**config.mk**
```make
export PLATFORM = sky130hd
export DESIGN_NAME = ber_meter
export DESIGN_NICKNAME = d
export VERILOG_FILES = /design/src/rtl/ber_meter.sv
export SDC_FILE = /design/constraint.sdc
export NUM_CORES = 1
export LEC_CHECK = 0
export BUFFER_PORTS_ARGS = -buffer_cell sky130_fd_sc_hd__buf_2
export CORE_MARGIN = 10
export CORE_UTILIZATION = 63
export DETAILED_ROUTE_END_ITERATION = 8
export PLACE_DENSITY_LB_ADDON = 0.3
export SYNTH_ARGS = -nofsm -noshare
export SYNTH_HDL_FRONTEND = slang
export SYNTH_SLANG_ARGS = --single-unit
```
**constraint.sdc**
```tcl
create_clock -name clk -period 13.2 [get_ports clk]
set_input_delay 1.32 -clock clk [delete_from_list [all_inputs] [get_ports clk]]
set_output_delay 1.32 -clock clk [all_outputs]
set_load 0.005 [all_outputs]
```
**src/rtl/ber_meter.sv**
```systemverilog
// Bit-error-rate meter: searches for the delay that aligns the received bit stream with
// the reference stream, locks to it, then counts compared bits and mismatches.
module ber_meter #(
    parameter int MAX_DELAY = 16,
    parameter int WIN_LEN   = 511,
    parameter int CNT_W     = 32,
    localparam int DW       = (MAX_DELAY > 1) ? $clog2(MAX_DELAY) : 1
) (
    input  logic             clk,
    input  logic             rst,
    input  logic             enable,
    input  logic             sx,
    input  logic             dx,
    input  logic             clear,
    output logic             locked,
    output logic [DW-1:0]    delay_out,
    output logic [CNT_W-1:0] bit_count,
    output logic [CNT_W-1:0] err_count,
    output logic             error_flag,
    output logic             saturated
);

    localparam int WC_W = $clog2(WIN_LEN + 1);
    localparam int EW   = WC_W + 1;

    typedef enum logic {
        SEARCH  = 1'b0,
        MEASURE = 1'b1
    } state_t;

    state_t               state_reg, state_next;
    logic [MAX_DELAY-2:0] line_reg;
    logic [MAX_DELAY-1:0] taps;
    logic [DW-1:0]        cand_reg;
    logic [DW-1:0]        best_delay_reg;
    logic [DW-1:0]        delay_reg;
    logic [WC_W-1:0]      win_cnt_reg;
    logic [EW-1:0]        cur_err_reg;
    logic [EW-1:0]        best_err_reg;
    logic [EW-1:0]        err_sum;
    logic [CNT_W-1:0]     bit_count_reg;
    logic [CNT_W-1:0]     err_count_reg;
    logic [CNT_W-1:0]     bit_count_inc;
    logic                 error_flag_reg;
    logic                 saturated_reg;
    logic                 strobe;
    logic                 search_mm;
    logic                 meas_mm;
    logic                 win_done;
    logic                 better;
    logic                 last_cand;
    logic                 go_lock;
    logic                 meas_strobe;
    logic                 at_max;

    // Tap 0 is the live reference bit, tap d is the bit seen d strobes ago.
    assign taps      = {line_reg, sx};
    assign strobe    = enable & ~clear;
    assign search_mm = dx ^ taps[cand_reg];
    assign meas_mm   = dx ^ taps[delay_reg];
    assign err_sum   = cur_err_reg + {{(EW-1){1'b0}}, search_mm};
    assign win_done  = strobe && (state_reg == SEARCH) && (win_cnt_reg == WC_W'(WIN_LEN - 1));
    assign better    = err_sum < best_err_reg;
    assign last_cand = cand_reg == DW'(MAX_DELAY - 1);
    assign go_lock   = win_done && ((err_sum == '0) || last_cand);

    assign meas_strobe   = strobe && (state_reg == MEASURE);
    assign at_max        = &bit_count_reg;
    assign bit_count_inc = bit_count_reg + CNT_W'(1);

    always_ff @(posedge clk) begin
        if (rst) begin
            line_reg <= '0;
        end else if (strobe) begin
            line_reg <= taps[MAX_DELAY-2:0];
        end
    end

    always_ff @(posedge clk) begin
        if (rst) begin
            state_reg <= SEARCH;
        end else begin
            state_reg <= state_next;
        end
    end

    always_comb begin
        state_next = state_reg;
        case (state_reg)
            SEARCH: begin
                if (!clear && go_lock) begin
                    state_next = MEASURE;
                end
            end
            MEASURE: begin
                if (clear) begin
                    state_next = SEARCH;
                end
            end
            default: state_next = SEARCH;
        endcase
    end

    always_comb begin
        locked = (state_reg == MEASURE);
    end

    // Alignment search; a strictly better window keeps ties on the lower delay.
    always_ff @(posedge clk) begin
        if (rst || clear) begin
            cand_reg       <= '0;
            win_cnt_reg    <= '0;
            cur_err_reg    <= '0;
            best_err_reg   <= '1;
            best_delay_reg <= '0;
            delay_reg      <= '0;
        end else if (strobe && (state_reg == SEARCH)) begin
            if (win_done) begin
                if (better) begin
                    best_err_reg   <= err_sum;
                    best_delay_reg <= cand_reg;
                end
                if (go_lock) begin
                    delay_reg <= better ? cand_reg : best_delay_reg;
                end else begin
                    cand_reg    <= cand_reg + DW'(1);
                    win_cnt_reg <= '0;
                    cur_err_reg <= '0;
                end
            end else begin
                win_cnt_reg <= win_cnt_reg + WC_W'(1);
                cur_err_reg <= err_sum;
            end
        end
    end

    // Measurement counters freeze once bit_count is all-ones; the error pulse keeps running.
    always_ff @(posedge clk) begin
        if (rst || clear) begin
            bit_count_reg  <= '0;
            err_count_reg  <= '0;
            error_flag_reg <= 1'b0;
            saturated_reg  <= 1'b0;
        end else begin
            error_flag_reg <= meas_strobe & meas_mm;
            if (meas_strobe && !at_max) begin
                bit_count_reg <= bit_count_inc;
                err_count_reg <= err_count_reg + {{(CNT_W-1){1'b0}}, meas_mm};
                if (&bit_count_inc) begin
                    saturated_reg <= 1'b1;
                end
            end
        end
    end

    assign delay_out  = delay_reg;
    assign bit_count  = bit_count_reg;
    assign err_count  = err_count_reg;
    assign error_flag = error_flag_reg;
    assign saturated  = saturated_reg;

endmodule

```
==> flow_summary.ini <==
[drt]
drc = 0
drtAntennaViolNets = 0
drt_iter0_markers = 691
wl_per_cell_um = 16.9
avgViaCountPerCell = 6.13
wl_um = 16700
vias = 6046
first_pass_iters = 6

[power_and_ir_drop]
p_int_w = 0.000656
sw_frac_of_total_pct = 21.2
p_leak_nw = 2.99
p_comb_share_pct = 2.5
power.density_nw_per_um2 = 111
p_seq_share_pct = 44.7
p_sw_w = 0.000177
vdd_drop_max_v = 0.0000783
p_clk_share_pct = 52.8

[cts]
numCtsBuffers = 17
clk_pin_slew_ps = 60
h-tree-depth = 4
insertion_delay_ps = 530
cts_setup_buffers = 0
numClockSinks = 123
clock_path_buffers = 2
post_cts_resize_count = 0
cts_hold_buffers = 0
clockRootBuffer = clkbuf_8
cts_tree = done

[global_route]
grt_pass1_wl_um = 27700
grt_util_all_layers_pct = 22.5
antenna_found_initial = 0
grt_max_degree = 45
grt_overflow = 0
first_global_vias = 5786

[place]
numPortBuffers = 76
post-place-ws_ps = 7550
hpwl_um = 11800
place_congestion = 0.939

[synthesis]
synthFlopType = dfxtp_1
synth_cells = 781
synth_top_family_by_area = simple AND/OR/NAND/NOR gates
postSynthNetCount = 805
synth_xor_area_share_pct = 9.08
ys_async_sr_fraction_pct = 0
synth_fa_ha_area_share_pct = 3.44
synth-seq-area-share_pct = 37.6
synth_compound_gate_area_share_pct = 12.0
ys_warn_count = 0
synthMuxAreaShare_pct = 5.13
synth-seq-cells = 123
avgSynthCellArea_um2 = 8.38
ys_types = 61
synth-simple-area-share_pct = 28.2
syn-cell-area_um2 = 6540
synth_edf_count = 0

[sta]
worst_slack_ps = 8020
slew_viol_final = 0
fin_crit_ps = 5180
finalCritPeriodShare_pct = 39.2
finalHoldViolations = 0
clock_skew_ps = 7.96
setup_viol = 0
grt_setup_unrepaired = false
worstMarginPinSlew_ps = 1080
relSlewSlack_pct = 27.8
setup-tns-final_ps = 0
fmax_mhz = 193

[die]
initial_core_util_pct = 63.9
io_pins = 77
fp.dieW_um = 122
die-area_um2 = 14900
core_area_um2 = 10200
die_h_um = 122
num_rows = 37

[worst_setup_path]
crit_arrival_ps = 5560
end_kind = flip-flop
r2r_slack_ps = 8210
crit_path_start_kind = input port
cp_cell_sequence = buf_2 -> mux4_2 -> mux4_2 -> xor2_1 -> ha_1 -> and3_1 -> nand2_1 -> xor2_1 -> inv_1 -> ha_1 -> a21o_1 -> a21o_1 -> a21oi_1 -> o21ai_0 -> a2111oi_0 -> nor3_1
cp_max_fo = 8
slowest_stage = a2111oi_0
critPathMaxStageDelay_ps = 530
required_ps = 13580
path_class = in2reg

[flow_run]
max-cap-violations = 0

[cells_and_area]
layout-drive-gt1-share_pct = 16.8
fin_nets = 864
antenna_cells = 0
seq_area_um2 = 2460
multiInputGateArea_um2 = 3780
area_delta_synth_final_pct = 14.6
fillers = 784

[status]
status = finished clean

[worst_hold_path]
hold_class = reg2reg
[critical path, delay by kind of cell]
kind	cells	cell delay, ps
adder cells (fa/ha/maj)	2	660
XOR/XNOR	2	460
AO/OA/AOI/OAI	5	1590
buffers and inverters	2	190
AND/OR/NAND/NOR	3	410
multiplexers	2	930
[routing by layer]
metal	track usage, %	share of wire [%]	vias to the layer above	wire length (µm)
met5	0	0	-	0
met4	9.24	1.8	0	304
met3	5.60	7.1	32	1190
met2	38.7	51	248	8470
met1	26.2	40	2856	6720
li1	-	-	2910	-
[power groups by stage]
stage / Sequential (W) / Combinational (W) / Clock, W
finish: 0.000372 / 0.0000209 / 0.000440
global placement: 0.000380 / 0.0000197 / 0
detailed placement: 0.000380 / 0.0000205 / 0
CTS: 0.000372 / 0.0000206 / 0.000444
floorplan: 0.000380 / 0.0000152 / 0
global route: 0.000372 / 0.0000230 / 0.000460
[per-stage QoR]
stage	instance area [µm²]	hold slack [ps]	power (W)	instances	util, %
2_1_floorplan	6540	432	0.000395	781	-
3_3_place_gp	6940	449	0.000400	957	67.8
3_5_place_dp	6940	451	0.000401	957	67.8
4_1_cts	7500	468	0.000837	986	73.3
5_1_grt	7500	502	0.000856	986	73.3
6_report	7500	469	0.000833	986	73.3
[cell usage after synthesis (3+ instances only)]
library cell | number | area share (%)
buf_4 | 3 | 0.34
nor3b_1 | 4 | 0.46
nand2b_1 | 4 | 0.38
o211a_1 | 4 | 0.61
and2_1 | 3 | 0.29
nor4b_1 | 3 | 0.40
nor3_1 | 26 | 2.0
a21oi_1 | 49 | 3.7
buf_6 | 3 | 0.52
or2_2 | 4 | 0.38
buf_2 | 8 | 0.61
mux2i_1 | 11 | 1.7
o2bb2ai_1 | 6 | 0.80
o21ai_0 | 17 | 1.3
a2111oi_0 | 4 | 0.54
o211ai_1 | 8 | 0.92
and4_1 | 8 | 1.1
mux4_2 | 10 | 3.4
inv_1 | 25 | 1.4
a31oi_1 | 12 | 1.1
xor2_1 | 17 | 2.3
nand2_1 | 96 | 5.5
nor2_1 | 83 | 4.8
xnor2_1 | 49 | 6.6
or4_1 | 3 | 0.34
dfxtp_1 | 123 | 38
and3_1 | 20 | 1.9
nor4_1 | 27 | 2.6
nand3_1 | 27 | 2.1
or3_1 | 11 | 1.1
clkbuf_1 | 28 | 1.6
o31ai_1 | 4 | 0.46
nand4_1 | 26 | 2.5
ha_1 | 18 | 3.4
a21o_1 | 4 | 0.46
[final cells by class]
| cell class | count | share of cell area [%] |
|---|---|---|
| Clock buffer | 22 | 6.18 |
| Inverter | 25 | 1.25 |
| Tap cell | 136 | 2.27 |
| Multi-Input combinational cell | 590 | 50.4 |
| Clock inverter | 7 | 1.24 |
| Timing Repair Buffer | 83 | 5.78 |
| Sequential cell | 123 | 32.8 |
[logic make-up (layout without fill, tap and decap cells)]
family / Yosys count / in the layout
and+or+nand+nor: 361 / 361
AOI/OAI and AO/OA: 123 / 123
muxes: 21 / 21
DFF: 123 / 123
xor gates and xnor gates: 67 / 67
buffers and inverters: 68 / 137
adders and majority gates: 18 / 18
[path summary, 6_finish.rpt]
kind / startpoint / to / cells past startpoint
worst max-delay path: sx / delay_out[0] / 16
worst min-delay path: cur_err_reg[9] / cur_err_reg[9] / 1
worst max register to register: cand_reg[2] / delay_out[0] / 15
worst min register to register: cur_err_reg[9] / cur_err_reg[9] / 1
[layout by cell type (no fill, tap or decap), types with 17 or more instances in the layout]
master   synthesis  routed
inv_1           25      25
nand3_1         27      27
xnor2_1         49      49
ha_1            18      18
nand2_1         96      96
and3_1          20      20
nor3_1          26      26
nor4_1          27      27
xor2_1          17      17
a21oi_1         49      49
buf_2            8      76
dfxtp_1        123     123
o21ai_0         17      17
nor2_1          83      83
nand4_1         26      26
Power figures use the tool's default switching activity.
